==> src/rtl/hygro_sensor_sequencer_if.sv <==
// Command/handshake bundle between the HDC1080 sequencer (master side)
// and the I2C master engine it drives (slave side).
interface hygro_sensor_sequencer_if;
    logic       start;
    logic       ready;
    logic       i2cBusy;
    logic       data_request;
    logic       data_available;
    logic       data_valid;
    logic       read_nwrite;
    logic [6:0] addr;
    logic [7:0] data_i;
    logic [7:0] data_o;
    logic [2:0] data_size;

    modport master (
        output start, data_valid, read_nwrite, addr, data_i, data_size,
        input  ready, i2cBusy, data_request, data_available, data_o
    );

    modport slave (
        input  start, data_valid, read_nwrite, addr, data_i, data_size,
        output ready, i2cBusy, data_request, data_available, data_o
    );
endinterface

==> src/rtl/hygro_sensor_sequencer.sv <==
// Autonomous HDC1080 client: configures the sensor after reset, then runs
// trigger / conversion wait / 4-byte read cycles on each measurement request.
module hygro_sensor_sequencer #(
    parameter logic [6:0]  DEV_ADDR       = 7'h40,
    parameter int unsigned CONV_CYCLES    = 2000000,
    parameter int unsigned TIMEOUT_CYCLES = 10000000
) (
    input  logic                            clk,
    input  logic                            rst,
    hygro_sensor_sequencer_if.master        i2c,
    input  logic                            measure_i,
    input  logic                            cfg_update_i,
    input  logic                            heater_i,
    input  logic                            tres_i,
    input  logic [1:0]                      hres_i,
    output logic [15:0]                     temperature_o,
    output logic [15:0]                     humidity_o,
    output logic                            result_valid_o,
    output logic                            busy_o,
    output logic                            error_o
);

    localparam int CONV_W    = $clog2(CONV_CYCLES + 32'd1);
    localparam int TIMEOUT_W = $clog2(TIMEOUT_CYCLES + 32'd1);

    localparam logic [CONV_W-1:0]    CONV_LAST    = CONV_W'(CONV_CYCLES - 32'd1);
    localparam logic [CONV_W-1:0]    CONV_ZERO    = CONV_W'(1'b0);
    localparam logic [CONV_W-1:0]    CONV_ONE     = CONV_W'(1'b1);
    localparam logic [TIMEOUT_W-1:0] TIMER_LAST   = TIMEOUT_W'(TIMEOUT_CYCLES - 32'd1);
    localparam logic [TIMEOUT_W-1:0] TIMER_ZERO   = TIMEOUT_W'(1'b0);
    localparam logic [TIMEOUT_W-1:0] TIMER_ONE    = TIMEOUT_W'(1'b1);

    typedef enum logic [3:0] {
        CFG_START  = 4'd0,
        CFG_WAIT   = 4'd1,
        IDLE       = 4'd2,
        TRIG_START = 4'd3,
        TRIG_WAIT  = 4'd4,
        CONV       = 4'd5,
        RD_START   = 4'd6,
        RD_WAIT    = 4'd7,
        DONE       = 4'd8
    } state_e;

    state_e                 state_q;
    logic                   start_q;
    logic                   req_q;
    logic                   avail_q;
    logic [2:0]             byte_idx_q;
    logic [TIMEOUT_W-1:0]   timer_q;
    logic [CONV_W-1:0]      conv_cnt_q;
    logic [7:0]             cfg_byte_q;
    logic [31:0]            shadow_q;
    logic [15:0]            temperature_q;
    logic [15:0]            humidity_q;
    logic                   result_valid_q;
    logic                   error_q;
    logic                   meas_pend_q;
    logic                   cfg_pend_q;

    logic                   is_start_s;
    logic                   is_wait_s;
    logic                   is_write_s;
    logic                   is_read_s;
    logic [2:0]             data_size_s;
    logic                   read_nwrite_s;
    logic [7:0]             data_byte_s;
    state_e                 wait_next_s;
    state_e                 done_next_s;
    logic                   byte_edge_s;
    logic                   timeout_s;

    // State decode: transaction shape, write byte mux and successor states
    always_comb begin
        is_start_s    = 1'b0;
        is_wait_s     = 1'b0;
        is_write_s    = 1'b0;
        is_read_s     = 1'b0;
        data_size_s   = 3'd0;
        read_nwrite_s = 1'b0;
        data_byte_s   = 8'h00;
        wait_next_s   = IDLE;
        done_next_s   = IDLE;
        case (state_q)
            CFG_START, CFG_WAIT: begin
                is_start_s  = (state_q == CFG_START);
                is_wait_s   = (state_q == CFG_WAIT);
                is_write_s  = 1'b1;
                data_size_s = 3'd3;
                wait_next_s = CFG_WAIT;
                done_next_s = IDLE;
                case (byte_idx_q)
                    3'd0:    data_byte_s = 8'h02;
                    3'd1:    data_byte_s = cfg_byte_q;
                    default: data_byte_s = 8'h00;
                endcase
            end
            TRIG_START, TRIG_WAIT: begin
                is_start_s  = (state_q == TRIG_START);
                is_wait_s   = (state_q == TRIG_WAIT);
                is_write_s  = 1'b1;
                data_size_s = 3'd1;
                wait_next_s = TRIG_WAIT;
                done_next_s = CONV;
            end
            RD_START, RD_WAIT: begin
                is_start_s    = (state_q == RD_START);
                is_wait_s     = (state_q == RD_WAIT);
                is_read_s     = 1'b1;
                data_size_s   = 3'd4;
                read_nwrite_s = 1'b1;
                wait_next_s   = RD_WAIT;
                done_next_s   = DONE;
            end
            default: begin
                data_size_s = 3'd0;
            end
        endcase
    end

    // A byte only counts while the transaction still has room for it
    assign byte_edge_s = ((is_write_s & i2c.data_request & ~req_q) |
                          (is_read_s & i2c.data_available & ~avail_q)) &
                         (byte_idx_q < data_size_s);
    assign timeout_s   = (is_start_s | is_wait_s) & (timer_q == TIMER_LAST);

    // Sequencer state, handshake, pending requests and result registers
    always_ff @(posedge clk or posedge rst) begin
        if (rst) begin
            state_q        <= CFG_START;
            start_q        <= 1'b0;
            req_q          <= 1'b0;
            avail_q        <= 1'b0;
            byte_idx_q     <= 3'd0;
            timer_q        <= TIMER_ZERO;
            conv_cnt_q     <= CONV_ZERO;
            cfg_byte_q     <= 8'h10;
            shadow_q       <= 32'h0000_0000;
            temperature_q  <= 16'h0000;
            humidity_q     <= 16'h0000;
            result_valid_q <= 1'b0;
            error_q        <= 1'b0;
            meas_pend_q    <= 1'b0;
            cfg_pend_q     <= 1'b0;
        end else begin
            req_q          <= i2c.data_request;
            avail_q        <= i2c.data_available;
            result_valid_q <= 1'b0;
            if (measure_i) begin
                meas_pend_q <= 1'b1;
            end
            if (cfg_update_i) begin
                cfg_pend_q <= 1'b1;
            end
            if (byte_edge_s) begin
                byte_idx_q <= byte_idx_q + 3'd1;
                if (is_read_s) begin
                    shadow_q <= {shadow_q[23:0], i2c.data_o};
                end
            end
            if (is_start_s || is_wait_s) begin
                timer_q <= timer_q + TIMER_ONE;
            end

            if (timeout_s) begin
                start_q <= 1'b0;
                error_q <= 1'b1;
                state_q <= IDLE;
            end else begin
                case (state_q)
                    CFG_START, TRIG_START, RD_START: begin
                        // Switches are tracked until the config transaction launches
                        if (state_q == CFG_START && !start_q) begin
                            cfg_byte_q <= {2'b00, heater_i, 1'b1, 1'b0, tres_i, hres_i};
                        end
                        if (!start_q) begin
                            if (i2c.ready && !i2c.i2cBusy) begin
                                start_q <= 1'b1;
                            end
                        end else if (!i2c.ready) begin
                            start_q <= 1'b0;
                            state_q <= wait_next_s;
                            timer_q <= TIMER_ZERO;
                        end
                    end
                    CFG_WAIT, TRIG_WAIT, RD_WAIT: begin
                        if (i2c.ready) begin
                            state_q    <= done_next_s;
                            conv_cnt_q <= CONV_ZERO;
                        end
                    end
                    IDLE: begin
                        if (cfg_pend_q) begin
                            state_q    <= CFG_START;
                            cfg_pend_q <= 1'b0;
                            byte_idx_q <= 3'd0;
                            timer_q    <= TIMER_ZERO;
                        end else if (meas_pend_q) begin
                            state_q     <= TRIG_START;
                            meas_pend_q <= 1'b0;
                            byte_idx_q  <= 3'd0;
                            timer_q     <= TIMER_ZERO;
                        end
                    end
                    CONV: begin
                        if (conv_cnt_q == CONV_LAST) begin
                            state_q    <= RD_START;
                            byte_idx_q <= 3'd0;
                            timer_q    <= TIMER_ZERO;
                        end else begin
                            conv_cnt_q <= conv_cnt_q + CONV_ONE;
                        end
                    end
                    DONE: begin
                        // A short read keeps the previous result and flags the fault
                        if (byte_idx_q == 3'd4) begin
                            temperature_q  <= shadow_q[31:16];
                            humidity_q     <= shadow_q[15:0];
                            result_valid_q <= 1'b1;
                            error_q        <= 1'b0;
                        end else begin
                            error_q <= 1'b1;
                        end
                        state_q <= IDLE;
                    end
                    default: begin
                        state_q    <= CFG_START;
                        start_q    <= 1'b0;
                        byte_idx_q <= 3'd0;
                        timer_q    <= TIMER_ZERO;
                    end
                endcase
            end
        end
    end

    assign i2c.start       = start_q;
    assign i2c.addr        = DEV_ADDR;
    assign i2c.data_valid  = 1'b1;
    assign i2c.data_i      = data_byte_s;
    assign i2c.data_size   = data_size_s;
    assign i2c.read_nwrite = read_nwrite_s;

    assign temperature_o   = temperature_q;
    assign humidity_o      = humidity_q;
    assign result_valid_o  = result_valid_q;
    assign busy_o          = (state_q != IDLE);
    assign error_o         = error_q;

endmodule

==> src/flat_wrapper.sv <==
// flat-port wrapper written by rule: the top's interface ports become plain ports
module hygro_sensor_sequencer_flat 
#(
    parameter logic [6:0]  DEV_ADDR       = 7'h40,
    parameter int unsigned CONV_CYCLES    = 2000000,
    parameter int unsigned TIMEOUT_CYCLES = 10000000
)
  (clk, rst, measure_i, cfg_update_i, heater_i, tres_i, hres_i, temperature_o, humidity_o, result_valid_o, busy_o, error_o, i2c_start, i2c_data_valid, i2c_read_nwrite, i2c_addr, i2c_data_i, i2c_data_size, i2c_ready, i2c_i2cBusy, i2c_data_request, i2c_data_available, i2c_data_o);
  hygro_sensor_sequencer_if i2c_i ();
  input  logic clk;
  input  logic rst;
  input  logic measure_i;
  input  logic cfg_update_i;
  input  logic heater_i;
  input  logic tres_i;
  input  logic [1:0] hres_i;
  output logic [15:0] temperature_o;
  output logic [15:0] humidity_o;
  output logic result_valid_o;
  output logic busy_o;
  output logic error_o;
  output wire logic [$bits(i2c_i.start)-1:0] i2c_start;
  output wire logic [$bits(i2c_i.data_valid)-1:0] i2c_data_valid;
  output wire logic [$bits(i2c_i.read_nwrite)-1:0] i2c_read_nwrite;
  output wire logic [$bits(i2c_i.addr)-1:0] i2c_addr;
  output wire logic [$bits(i2c_i.data_i)-1:0] i2c_data_i;
  output wire logic [$bits(i2c_i.data_size)-1:0] i2c_data_size;
  input wire logic [$bits(i2c_i.ready)-1:0] i2c_ready;
  input wire logic [$bits(i2c_i.i2cBusy)-1:0] i2c_i2cBusy;
  input wire logic [$bits(i2c_i.data_request)-1:0] i2c_data_request;
  input wire logic [$bits(i2c_i.data_available)-1:0] i2c_data_available;
  input wire logic [$bits(i2c_i.data_o)-1:0] i2c_data_o;
  assign i2c_start = i2c_i.start;
  assign i2c_data_valid = i2c_i.data_valid;
  assign i2c_read_nwrite = i2c_i.read_nwrite;
  assign i2c_addr = i2c_i.addr;
  assign i2c_data_i = i2c_i.data_i;
  assign i2c_data_size = i2c_i.data_size;
  assign i2c_i.ready = i2c_ready;
  assign i2c_i.i2cBusy = i2c_i2cBusy;
  assign i2c_i.data_request = i2c_data_request;
  assign i2c_i.data_available = i2c_data_available;
  assign i2c_i.data_o = i2c_data_o;
  hygro_sensor_sequencer #(.DEV_ADDR(DEV_ADDR), .CONV_CYCLES(CONV_CYCLES), .TIMEOUT_CYCLES(TIMEOUT_CYCLES)) u_core (.clk(clk), .rst(rst), .i2c(i2c_i), .measure_i(measure_i), .cfg_update_i(cfg_update_i), .heater_i(heater_i), .tres_i(tres_i), .hres_i(hres_i), .temperature_o(temperature_o), .humidity_o(humidity_o), .result_valid_o(result_valid_o), .busy_o(busy_o), .error_o(error_o));
endmodule
==> config.mk <==
export PLATFORM = sky130hd
export DESIGN_NAME = hygro_sensor_sequencer_flat
export DESIGN_NICKNAME = d
export VERILOG_FILES = /design/src/rtl/hygro_sensor_sequencer_if.sv /design/src/rtl/hygro_sensor_sequencer.sv /design/src/flat_wrapper.sv
export SDC_FILE = /design/constraint.sdc
export NUM_CORES = 1
export LEC_CHECK = 0
export ABC_AREA = 1
export ABC_CLOCK_PERIOD_IN_PS = 9900
export BUFFER_PORTS_ARGS = -buffer_cell sky130_fd_sc_hd__buf_2
export CORE_UTILIZATION = 40
export CTS_CLUSTER_SIZE = 16
export DETAILED_ROUTE_END_ITERATION = 6
export GPL_TIMING_DRIVEN = 1
export SYNTH_ARGS = -nofsm -noshare
export SYNTH_HDL_FRONTEND = slang
export SYNTH_SLANG_ARGS = --single-unit
export TNS_END_PERCENT = 30
==> constraint.sdc <==
create_clock -name clk -period 9.9 [get_ports clk]
set_input_delay 0 -clock clk [delete_from_list [all_inputs] [get_ports clk]]
set_output_delay 0 -clock clk [all_outputs]
set_load 0.02 [all_outputs]
==> summary.md, run 1 <==
| Metric | Value |
|---|---|
| Post-Syn Instances | `approximately 840` |
| Clock sink count | `approximately 130` |
| Flip-flop and latch count after synthesis | `roughly 130` |
| Post-Syn Area | `about 6800 um2` |
| Max-cap violation count | `0` |
| Reg-to-reg startpoint | `u_core.conv_cnt_q[0]` |
| Setup crit end kind | `flip-flop` |
| Worst-case register-to-register setup slack | `7.11 ns` |
| Internal portion of total power | `between 1 and 1.5 mW` |
| Count of pins over their slew limit | `0` |
| Synth top area share | `0.468` |
| Root buffer cell | `sky130_fd_sc_hd__clkbuf_16` |
| Path depth of the worst reg2reg path | `8` |
| Floorplan Core Area | `around 17000 um2` |
| Leading post-synthesis cells by cell area | `sky130_fd_sc_hd__dfrtp_1, sky130_fd_sc_hd__nand2_1, sky130_fd_sc_hd__inv_1, sky130_fd_sc_hd__nor2_1, sky130_fd_sc_hd__o21ai_2` |
| Hold Violations, Final | `0` |
| Post-detailed-route count of antenna-violating nets | `0` |
| Switching power of the nets | `0.688 mW` |
| Initial Utilization | `0.409` |
| Distinct cell type count of the synthesized netlist | `43` |
| Leakage dissipation | `3.83 nW` |
| Required time of the critical path | `between 10 and 15 ns` |
| Number of detailed-route iterations in the first pass | `5` |
| Count of input and output buffers | `64` |
| Sequential Power Share | `0.367` |
| Unrepaired setup endpoints after global routing | `no` |
| Via count of the first global-routing pass | `~5300` |
| Mean instance size in the synthesized netlist | `~8.1 um2` |
| Post-layout instance area | `approximately 8000 um2` |
| Number of vias per cell | `approximately 4.8` |
| Dominant cell type by area after synthesis | `sky130_fd_sc_hd__dfrtp_1` |
| Top-level I/O count | `76` |
| Share of cells above drive strength 1 | `0.198` |
| Clock buffer depth | `2` |
| Worst setup path startpoint | `u_core.conv_cnt_q[0]` |
| Wire length of the first global-routing pass | `between 20000 and 30000 um` |
| Logic gate share of total power | `0.282` |
| Maximum number of pins on one net before global-route repair | `81` |
| Actual slew at the worst max-slew pin | `0.980 ns` |
| Vias after detailed routing | `~5500` |
| Maximum single-stage delay on the critical path | `0.73 ns` |
| Placed Area | `7200 um2` |
| Synthesis Warnings | `0` |
| # diodes | `0` |
| Number of H-tree levels | `4` |
| Maximum achievable frequency | `approximately 0.36 GHz` |
| Number of antenna violations at the first check in global routing | `0` |
| Grt ovf | `0` |
| Status | `finished, final reports clean` |
| Most frequent cells in the layout | `sky130_fd_sc_hd__nand2_1, sky130_fd_sc_hd__dfrtp_1, sky130_fd_sc_hd__inv_1` |
| Cts bufs inserted | `17` |
| Pre-CTS setup slack | `7.03 ns` |
| Fin worst setup slack | `about 7.1 ns` |
| Largest fanout on the critical path | `23` |
| DR iter-0 viols | `roughly 290` |
| Peak supply drop | `~0.00014 V` |
| Number of synthesized flops with an enable pin | `0` |
| Signal arrival time at the worst endpoint | `just over 3 ns` |
| Clock input transition at the sequential cells of the worst setup and hold paths | `about 0.06 ns` |
| Fin nets | `~950` |
| Commonest register cell after synthesis | `sky130_fd_sc_hd__dfrtp_1` |
| Count of filler cells inserted in the layout | `1682` |
| Slowest cell on the critical path | `sky130_fd_sc_hd__nor2_2` |
| Worst min-delay path startpoint | `i2c_ready` |
| Placer's final routability congestion estimate | `0.840` |
| Average wire per cell in the routed design | `between 10 and 15 um` |
| Post-DP HPWL | `~10000 um` |
| Proportion of synthesized chip area in sequential cells | `0.468` |
| Startpoint types | `flip-flop` |
| Setup Skew | `around 0.009 ns` |
| Number of buffers inserted to repair setup after CTS | `0` |
| Clk pwr share | `0.351` |
| Post-layout power | `approximately 1.8 mW` |
| Worst path cell trace | `ha_1 -> nand3_1 -> nor2_1 -> nand3_1 -> nand2_1 -> nand4_1 -> nor2_2 -> nor2_1` |
| TritonCTS clock tree | `built` |
| Remaining design rule violation count | `0` |
| Syn-to-layout area delta | `17.3%` |
| Class of the most critical hold timing path | `in -> reg` |
| Async set-reset flop share out of synthesis | `1.00` |
| Finish-stage setup viols | `0` |
| GRT Util Overall | `0.181` |
| Area of the die | `roughly 17000 um2` |
| Area of the multi-input gates | `slightly below 3000 um2` |
| Register area | `3180 um2` |
| Most frequent standard cell in the layout excluding fill and tap cells | `sky130_fd_sc_hd__nand2_1` |
| Crit Path Category | `reg -> reg` |
| Floorplan die width | `~130 um` |
| Post-layout utilization of the core | `0.480` |
| Overall routed net length | `~15000 um` |
| Setup TNS Final | `0 ns` |
| Vertical extent of the die | `around 130 um` |
| Post-layout min period | `2.79 ns` |
| Power density relative to cell area | `between 200 and 250 nW/um2` |
| Switching Share | `0.390` |
| Skew-Pair Late Insertion Delay | `~0.43 ns` |
| Hold path depth | `5` |
| Rows | `47` |
| Worst max-slew margin expressed relative to the limit | `0.347` |
| Final cycle utilization of the critical path | `0.281` |
[worst max-delay path, delay by kind of cell (launching register included)]
kind / cells / cell delay (ns)
DFF: 1 / 0.45
and+or+nand+nor: 7 / 1.86
adders and majority gates: 1 / 0.29
[synth_stat cells (2+ instances only)]
| cell type | count |
|---|---|
| sky130_fd_sc_hd__o21ai_0 | 41 |
| sky130_fd_sc_hd__ha_1 | 7 |
| sky130_fd_sc_hd__nand4_1 | 25 |
| sky130_fd_sc_hd__nand2_1 | 198 |
| sky130_fd_sc_hd__conb_1 | 2 |
| sky130_fd_sc_hd__clkbuf_1 | 7 |
| sky130_fd_sc_hd__nor2_2 | 2 |
| sky130_fd_sc_hd__or2_2 | 2 |
| sky130_fd_sc_hd__a21oi_1 | 10 |
| sky130_fd_sc_hd__inv_1 | 103 |
| sky130_fd_sc_hd__nor2_1 | 92 |
| sky130_fd_sc_hd__nor2_4 | 3 |
| sky130_fd_sc_hd__xnor2_1 | 6 |
| sky130_fd_sc_hd__buf_6 | 7 |
| sky130_fd_sc_hd__buf_4 | 14 |
| sky130_fd_sc_hd__nand3_1 | 52 |
| sky130_fd_sc_hd__buf_2 | 7 |
| sky130_fd_sc_hd__nor3_1 | 15 |
| sky130_fd_sc_hd__nor3b_1 | 4 |
| sky130_fd_sc_hd__xor2_1 | 20 |
| sky130_fd_sc_hd__o21ai_2 | 32 |
| sky130_fd_sc_hd__dfrtp_1 | 127 |
| sky130_fd_sc_hd__nand2_2 | 33 |
| sky130_fd_sc_hd__inv_2 | 4 |
| sky130_fd_sc_hd__o21ai_1 | 10 |
| sky130_fd_sc_hd__nand3b_1 | 2 |
[through the flow]
step	cells	hold slack, ns
2_1_floorplan	851	0.0314
3_3_place_gp	1103	0.126
3_5_place_dp	1103	0.128
4_1_cts	1153	0.0343
5_1_grt	1153	0.114
6_report	1153	0.0399
[power groups by stage]
stage / sequential, mW / combinational [mW] / clock, mW
floorplan: 0.642 / 0.412 / 0
global placement: 0.655 / 0.492 / 0
detailed placement: 0.656 / 0.499 / 0
CTS: 0.648 / 0.505 / 0.635
global route: 0.657 / 0.571 / 0.655
finish: 0.648 / 0.497 / 0.618
[area by class of cell]
class,instances,area share
inverter,109,0.0522
timing repair buffer,86,0.0666
clock buffer,17,0.0534
sequential,127,0.399
tap,220,0.0346
multi-input combinational,579,0.374
clock inverter,15,0.0196
[routing by layer]
layer  global-route usage  wire (um)  up-vias
li1                     -          -     2818
met1                0.239       7020     2574
met2                0.291       7050       93
met3               0.0427        502       23
met4               0.0607        237        0
met5                    0          0        -
[flip-flops by register name, summed over array words and instances (netlist names)]
register / cells
u_core.shadow_q: 32
u_core.timer_q: 24
u_core.conv_cnt_q: 21
u_core.humidity_o: 16
u_core.temperature_o: 16
u_core.cfg_byte_q: 4
u_core.state_q: 4
u_core.byte_idx_q: 3
u_core.avail_q: 1
u_core.cfg_pend_q: 1
u_core.error_o: 1
u_core.i2c.start: 1
u_core.meas_pend_q: 1
u_core.req_q: 1
u_core.result_valid_o: 1
[cells by family after synthesis]
| group | count (synthesis) | synth area share |
|---|---|---|
| AND/OR/NAND/NOR | 435 | 0.292 |
| buffers and inverters | 145 | 0.0975 |
| flip-flops | 127 | 0.468 |
| AO/OA/AOI/OAI | 99 | 0.0933 |
| XOR/XNOR | 26 | 0.0335 |
| adder cells (fa/ha/maj) | 7 | 0.0129 |
| other | 2 | 0.00111 |
| multiplexers | 1 | 0.00147 |
[final timing paths]
path	end
setup / recovery	u_core.timer_q[5]
hold / removal	u_core.i2c.start
setup reg to reg	u_core.timer_q[5]
hold reg to reg	u_core.temperature_o[11]
max in group asynchronous	u_core.conv_cnt_q[17]
min in group asynchronous	u_core.conv_cnt_q[5]
[timing repair]
action / in CTS / in global routing
hold buffers: 18 / 0
endpoints found under the hold margin: 64 / 0
resized for setup: 0 / 0
(Power assumes the default switching activity.)
==> run 2: changes to the inputs <==
--- a/config.mk
+++ b/config.mk
@@ -6,7 +6,7 @@
 export NUM_CORES = 1
 export LEC_CHECK = 0
 export ABC_AREA = 1
-export ABC_CLOCK_PERIOD_IN_PS = 9900
+export ABC_CLOCK_PERIOD_IN_PS = 2550
 export BUFFER_PORTS_ARGS = -buffer_cell sky130_fd_sc_hd__buf_2
 export CORE_UTILIZATION = 40
 export CTS_CLUSTER_SIZE = 16
==> constraint.sdc (replaced) <==
create_clock -name clk -period 2.55 [get_ports clk]
set_input_delay 0 -clock clk [delete_from_list [all_inputs] [get_ports clk]]
set_output_delay 0 -clock clk [all_outputs]
set_load 0.02 [all_outputs]
==> summary.md, run 2 (same netlist as run 1, synthesis figures left out) <==
| Metric | Value |
|---|---|
| Power density relative to cell area | `893 nW/um2 (+300%)` |
| Syn-to-layout area delta | `20.0%` |
| Maximum number of pins on one net before global-route repair | `65 (-20%)` |
| Rows | `47 (unchanged)` |
| GRT Util Overall | `0.191 (+0.0100)` |
| Crit Path Category | `reg -> reg` |
| Switching Share | `0.356 (-0.0344)` |
| Number of detailed-route iterations in the first pass | `5 (unchanged)` |
| Cts repair resizes | `0 (unchanged)` |
| Skew-Pair Late Insertion Delay | `0.43 ns (about the same)` |
| Max-cap violation count | `0 (unchanged)` |
| Vertical extent of the die | `132 um (unchanged)` |
| Overall routed net length | `15500 um (+4.9%)` |
| Internal portion of total power | `4.68 mW (+340%)` |
| Actual slew at the worst max-slew pin | `0.958 ns (-0.0222 ns)` |
| Average wire per cell in the routed design | `13.3 um (+3.8%)` |
| Grt ovf | `0 (unchanged)` |
| Initial Utilization | `0.409 (unchanged)` |
| Highest routing layer actually used | `met4` |
| Signal arrival time at the worst endpoint | `2.54 ns (-0.51 ns)` |
| Worst path cell trace | `inv_1 -> nand2_1 -> nand2_2 -> nand2_4 -> inv_2 -> nor2_4 -> inv_4 -> nor2_8 -> nor2_2 -> nor2_1` |
| Floorplan Core Area | `16600 um2 (unchanged)` |
| Sum of met2 wire segment lengths after detailed routing | `7060 um (+0.11%)` |
| Root buffer cell | `sky130_fd_sc_hd__clkbuf_16` |
| Hold Violations, Final | `0 (unchanged)` |
| Remaining design rule violation count | `0 (unchanged)` |
| Hold path depth | `5 (unchanged)` |
| Number of antenna violations at the first check in global routing | `0 (unchanged)` |
| Fin nets | `960 (+1.4%)` |
| Area of the die | `17500 um2 (unchanged)` |
| Worst-case register-to-register setup slack | `0.27 ns (-6.84 ns)` |
| Leakage dissipation | `3.92 nW (+2.4%)` |
| Clock buffer depth | `2 (unchanged)` |
| Most frequent cells in the layout | `sky130_fd_sc_hd__nand2_1, sky130_fd_sc_hd__dfrtp_1, sky130_fd_sc_hd__inv_1` |
| Count of filler cells inserted in the layout | `1670 (-0.71%)` |
| Unrepaired setup endpoints after global routing | `no` |
| Placed Area | `7320 um2 (+1.7%)` |
| Met3 Routed Length | `663 um (+32%)` |
| Count of input and output buffers | `64 (unchanged)` |
| Required time of the critical path | `2.82 ns (-7.34 ns)` |
| Area of the multi-input gates | `2980 um2 (unchanged)` |
| Setup Skew | `0.0122 ns (+0.00324 ns)` |
| Clock sink count | `127 (unchanged)` |
| Final cycle utilization of the critical path | `0.893 (+0.612)` |
| Maximum single-stage delay on the critical path | `0.75 ns (+0.02 ns)` |
| Reg-to-reg startpoint | `u_core.state_q[1]` |
| Post-detailed-route count of antenna-violating nets | `0 (unchanged)` |
| Worst hold endpoint | `u_core.i2c.start` |
| Slowest cell on the critical path | `sky130_fd_sc_hd__nor2_2` |
| Top-level I/O count | `76 (unchanged)` |
| Number of buffers inserted to repair setup after CTS | `0 (unchanged)` |
| Crit path buf inv count | `3 (+3)` |
| Worst max-slew margin expressed relative to the limit | `0.361 (+0.0141)` |
| Largest fanout on the critical path | `23 (unchanged)` |
| Clk pwr share | `0.368 (+0.017)` |
| Status | `finished, final reports clean` |
| Share of cells above drive strength 1 | `0.207 (+0.00912)` |
| # diodes | `0 (unchanged)` |
| Register area | `3180 um2 (unchanged)` |
| Sequential Power Share | `0.347 (-0.020)` |
| Class of the most critical hold timing path | `in -> reg` |
| Post-DP HPWL | `11000 um (+9.5%)` |
| Setup TNS Final | `0 ns (unchanged)` |
| Finish-stage setup viols | `0 (unchanged)` |
| Worst min-delay path startpoint | `i2c_ready` |
| Wire length of the first global-routing pass | `26500 um (+4.2%)` |
| Maximum achievable frequency | `0.439 GHz (+22%)` |
| Cts bufs inserted | `17 (unchanged)` |
| Count of pins over their slew limit | `0 (unchanged)` |
| DR iter-0 viols | `446 (+56%)` |
| Clock input transition at the sequential cells of the worst setup and hold paths | `0.06 ns (about the same)` |
| Startpoint types | `flip-flop` |
| Detailed-route wire length on metal 1 | `7500 um (+6.9%)` |
| Top reg by flops | `u_core.shadow_q` |
| Number of vias per cell | `4.79 (+0.26%)` |
| Registers with the most flip-flops | `u_core.shadow_q: 32 flops, u_core.timer_q: 24 flops, u_core.conv_cnt_q: 21 flops` |
| Post-layout min period | `2.28 ns (-0.509 ns)` |
| Number of H-tree levels | `4 (unchanged)` |
| Worst hold slack | `0.0398 ns (-0.000169 ns)` |
| Switching power of the nets | `2.59 mW (+280%)` |
| Via count of the first global-routing pass | `5331 (+0.62%)` |
| Post-layout instance area | `8150 um2 (+2.3%)` |
| Vias after detailed routing | `5580 (+1.3%)` |
| Logic gate share of total power | `0.285 (+0.003)` |
| Setup crit end kind | `flip-flop` |
| Endpoint of the most critical register-to-register path | `u_core.timer_q[5]` |
| Kind of cell adding the most delay to the critical path | `simple AND/OR/NAND/NOR gates` |
| TritonCTS clock tree | `built` |
| Floorplan die width | `132 um (unchanged)` |
| Most frequent standard cell in the layout excluding fill and tap cells | `sky130_fd_sc_hd__nand2_1` |
| Placer's final routability congestion estimate | `0.942 (+12%)` |
| Peak supply drop | `0.000524 V (+280%)` |
| Flip-flop count of the largest register after layout | `32 (unchanged)` |
| Path depth of the worst reg2reg path | `10 (+2)` |
run 2: layout make-up:
| class | count | area share |
|---|---|---|
| Multi-Input combinational cell | 579 | 0.366 |
| Clock buffer | 18 | 0.0527 |
| Clock inverter | 13 | 0.0261 |
| Inverter | 109 | 0.0511 |
| Timing Repair Buffer | 99 | 0.0802 |
| Tap cell | 220 | 0.0338 |
| Sequential cell | 127 | 0.390 |
run 2: routing by layer:
layer  global-route usage  vias to the layer above
li1                     -                     2831
met1                0.256                     2603
met2                0.300                      124
met3               0.0450                       22
met4               0.0709                        0
met5                    0                        -
run 2: power groups by stage:
stage	sequential, mW	combinational [mW]	clock (mW)
3_5_place_dp	2.55	2.07	0
2_1_floorplan	2.49	1.60	0
5_1_grt	2.56	2.34	2.79
4_1_cts	2.52	2.09	2.70
3_3_place_gp	2.55	2.06	0
6_report	2.53	2.07	2.67
run 2: worst max path at each step:
stage | slack, ns | endpoint | cells past startpoint | startpoint
final | 0.27 | u_core.timer_q[5] | 10 | u_core.state_q[1]
after global routing | 0.06 | u_core.timer_q[5] | 10 | u_core.state_q[1]
after CTS | 0.25 | u_core.timer_q[5] | 9 | u_core.timer_q[1]
after detailed placement | 0.28 | u_core.timer_q[21] | 10 | u_core.state_q[1]
after global placement | 0.31 | u_core.timer_q[21] | 10 | u_core.state_q[1]
after floorplan | 0.50 | u_core.shadow_q[26] | 8 | u_core.state_q[3]
run 2: metrics by stage:
| step | setup WS, ns | std cells | util | power [mW] |
|---|---|---|---|---|
| 3_3_place_gp | 0.307 | 1116 | 0.442 | 4.61 |
| 4_1_cts | 0.252 | 1165 | 0.491 | 7.31 |
| 6_report | 0.273 | 1165 | 0.491 | 7.27 |
| 5_1_grt | 0.0604 | 1165 | 0.491 | 7.69 |
| 3_5_place_dp | 0.279 | 1116 | 0.442 | 4.62 |
| 2_1_floorplan | 0.498 | 851 | - | 4.09 |
run 2: repair_timing:
item                                    CTS  global route
endpoints found under the hold margin    48             0
hold buffers                             18             0
endpoints found under the setup margin    0             0
run 2: tightest hold or removal path, delay by kind of cell:
kind	cells	cell delay, ns
compound gates	3	0.22
buf+inv	2	0.19
==> run 3: changes to the inputs <==
--- a/config.mk
+++ b/config.mk
@@ -8,10 +8,12 @@
 export ABC_AREA = 1
 export ABC_CLOCK_PERIOD_IN_PS = 2550
 export BUFFER_PORTS_ARGS = -buffer_cell sky130_fd_sc_hd__buf_2
-export CORE_UTILIZATION = 40
+export CORE_UTILIZATION = 45
 export CTS_CLUSTER_SIZE = 16
 export DETAILED_ROUTE_END_ITERATION = 6
 export GPL_TIMING_DRIVEN = 1
+export PLACE_DENSITY = 0.66
+export RECOVER_POWER = 50
 export SYNTH_ARGS = -nofsm -noshare
 export SYNTH_HDL_FRONTEND = slang
 export SYNTH_SLANG_ARGS = --single-unit
==> summary.md, run 3 (same netlist as run 1, synthesis figures left out) <==
| Metric | Value |
|---|---|
| Power density relative to cell area | `875 nW/um2 (-1.9%)` |
| Registers with the most flip-flops | `u_core.shadow_q: 32 flops, u_core.timer_q: 24 flops, u_core.conv_cnt_q: 21 flops` |
| Post-layout utilization of the core | `0.546 (+0.0545)` |
| Root buffer cell | `sky130_fd_sc_hd__clkbuf_16` |
| Post-DP HPWL | `10200 um (-7.2%)` |
| Post-detailed-route count of antenna-violating nets | `0 (unchanged)` |
| Count of pins over their slew limit | `37 (+37)` |
| Final cycle utilization of the critical path | `0.876 (-0.0166)` |
| Count of filler cells inserted in the layout | `1402 (-16%)` |
| Worst hold slack | `0.0309 ns (-0.00889 ns)` |
| Startpoint types | `flip-flop` |
| Crit Path Category | `reg -> reg` |
| Number of H-tree levels | `4 (unchanged)` |
| Maximum achievable frequency | `0.448 GHz (+1.9%)` |
| Vias after detailed routing | `5654 (+1.3%)` |
| Top-level I/O count | `76 (unchanged)` |
| Flip-flop count of the largest register after layout | `32 (unchanged)` |
| Syn-to-layout area delta | `17.8%` |
| Rows | `44 (-6.4%)` |
| Clk pwr share | `0.336 (-0.032)` |
| GRT Util Overall | `0.204 (+0.0136)` |
| Clock buffer depth | `2 (unchanged)` |
| Switching power of the nets | `2.66 mW (+2.7%)` |
| Fin nets | `961 (+0.10%)` |
| Actual slew at the worst max-slew pin | `1.68 ns (+0.719 ns)` |
| Number of vias per cell | `5.00 (+4.5%)` |
| Worst max-slew margin expressed relative to the limit | `-0.124 (-0.485)` |
| Final standard cell count with taps included and fillers excluded | `1130 (-3.0%)` |
| Count of input and output buffers | `64 (unchanged)` |
| Wire length of the first global-routing pass | `25400 um (-4.0%)` |
| Floorplan Core Area | `14600 um2 (-12%)` |
| Remaining design rule violation count | `6 (+6)` |
| Top reg by flops | `u_core.shadow_q` |
| Peak supply drop | `0.000539 V (+2.9%)` |
| Share of cells above drive strength 1 | `0.171 (-0.0362)` |
| Hold Violations, Final | `0 (unchanged)` |
| Required time of the critical path | `2.87 ns (+0.05 ns)` |
| Unrepaired setup endpoints after global routing | `no` |
| Most frequent cells in the layout | `sky130_fd_sc_hd__nand2_1, sky130_fd_sc_hd__dfrtp_1, sky130_fd_sc_hd__inv_1` |
| Register area | `3180 um2 (unchanged)` |
| Number of detailed-route iterations in the first pass | `7 (+2)` |
| Largest fanout on the critical path | `11 (-52%)` |
| Setup TNS Final | `0 ns (unchanged)` |
| Area of the die | `15600 um2 (-11%)` |
| Maximum number of pins on one net before global-route repair | `57 (-12%)` |
| Violations in the final reports | `design-rule violations, max-capacitance violations, max-slew violations` |
| Logic gate share of total power | `0.306 (+0.021)` |
| Overall routed net length | `15200 um (-2.4%)` |
| Setup crit end kind | `flip-flop` |
| Initial Utilization | `0.464 (+0.0542)` |
| Most numerous cell on the critical path | `sky130_fd_sc_hd__nand2_2` |
| Cell total after placement | `1080 (-3.2%)` |
| Internal portion of total power | `4.34 mW (-7.3%)` |
| Clock sink count | `127 (unchanged)` |
| Post-layout min period | `2.23 ns (-0.0424 ns)` |
| Clock input transition at the sequential cells of the worst setup and hold paths | `0.06 ns (about the same)` |
| Pre-CTS setup slack | `0.139 ns (-0.140 ns)` |
| Sequential Power Share | `0.358 (+0.011)` |
| Number of buffers inserted to repair setup after CTS | `0 (unchanged)` |
| Class of the most critical hold timing path | `in -> reg` |
| Skew-Pair Late Insertion Delay | `0.43 ns (about the same)` |
| Most frequent standard cell in the layout excluding fill and tap cells | `sky130_fd_sc_hd__nand2_1` |
| # diodes | `0 (unchanged)` |
| Vertical extent of the die | `125 um (-5.6%)` |
| Grt ovf | `0 (unchanged)` |
| TritonCTS clock tree | `built` |
| Worst path cell trace | `inv_2 -> nor2_4 -> nand2_2 -> ha_1 -> a21oi_2 -> nand4_4 -> buf_4 -> nand2_2 -> o21ai_2` |
| Fin worst setup slack | `0.315 ns (+0.0424 ns)` |
| Area of the multi-input gates | `3000 um2 (+0.55%)` |
| Maximum single-stage delay on the critical path | `0.46 ns (-0.29 ns)` |
| Switching Share | `0.380 (+0.0238)` |
| Max-cap violation count | `1 (+1)` |
| DR iter-0 viols | `434 (-2.7%)` |
| Cts bufs inserted | `17 (unchanged)` |
| Placer's final routability congestion estimate | `0.903 (-4.2%)` |
| Via count of the first global-routing pass | `5413 (+1.5%)` |
| Leakage dissipation | `3.73 nW (-4.7%)` |
| Status | `finished with violations` |
| Number of antenna violations at the first check in global routing | `0 (unchanged)` |
| Finish-stage setup viols | `0 (unchanged)` |
| Floorplan die width | `125 um (-5.6%)` |
| Average wire per cell in the routed design | `13.4 um (+0.65%)` |
| Signal arrival time at the worst endpoint | `2.56 ns (+0.02 ns)` |
| Slowest cell on the critical path | `sky130_fd_sc_hd__dfrtp_1` |
| Setup Skew | `0.00837 ns (-0.00384 ns)` |
[run 3: worst max-delay path, delay by kind of cell, from the launching register on]
| family | cells | cell delay [ns] |
|---|---|---|
| simple gates | 4 | 0.59 |
| fa+ha+maj | 1 | 0.33 |
| flops | 1 | 0.46 |
| compound gates | 2 | 0.35 |
| buf+inv | 2 | 0.39 |
[run 3: final timing paths]
kind                                               start                       end  slack [ns]  cells after the start
worst max-delay path                   u_core.state_q[2]       u_core.shadow_q[30]        0.32                      9
worst min-delay path                           i2c_ready          u_core.i2c.start        0.03                      5
worst max register to register         u_core.state_q[2]       u_core.shadow_q[30]        0.32                      9
worst min register to register  u_core.temperature_o[14]  u_core.temperature_o[14]        0.47                      2
max in group asynchronous                            rst       u_core.shadow_q[27]        0.71                      4
min in group asynchronous                            rst       u_core.shadow_q[14]        0.53                      3
[run 3: final cells by class]
type | count | share of cell area
repair buffers | 99 | 0.0769
multi-input cells | 580 | 0.375
well taps | 184 | 0.0288
clock inverters | 14 | 0.0166
inverters | 109 | 0.0518
clock buffers | 17 | 0.0532
flip-flops and latches | 127 | 0.398
[run 3: power groups by stage]
| stage | Combinational, mW | Clock, mW | Sequential, mW |
|---|---|---|---|
| 6_report | 2.14 | 2.35 | 2.51 |
| 5_1_grt | 2.40 | 2.46 | 2.55 |
| 4_1_cts | 2.13 | 2.38 | 2.50 |
| 3_5_place_dp | 2.09 | 0 | 2.54 |
| 3_3_place_gp | 2.08 | 0 | 2.53 |
| 2_1_floorplan | 1.60 | 0 | 2.49 |
[run 3: stage by stage]
step / instance area, um2 / total power [mW]
after CTS: 8060 / 7.01
after global routing: 7990 / 7.41
final: 7990 / 7.00
after floorplan: 6830 / 4.09
after detailed placement: 7320 / 4.63
after global placement: 7320 / 4.61
[run 3: what timing repair did]
action | 4_1_cts | 5_1_grt
hold buffers | 18 | 0
gates resized for setup | 0 | 1
endpoints found under the hold margin | 51 | 0
setup endpoints to repair | 0 | 25
[run 3: layer usage]
metal  track usage  vias up  share of wire
met1         0.265     2645           0.46
met4        0.0818        0          0.018
met2         0.327      147           0.47
li1              -     2841              -
met3        0.0515       21          0.055
met5             0        -              0
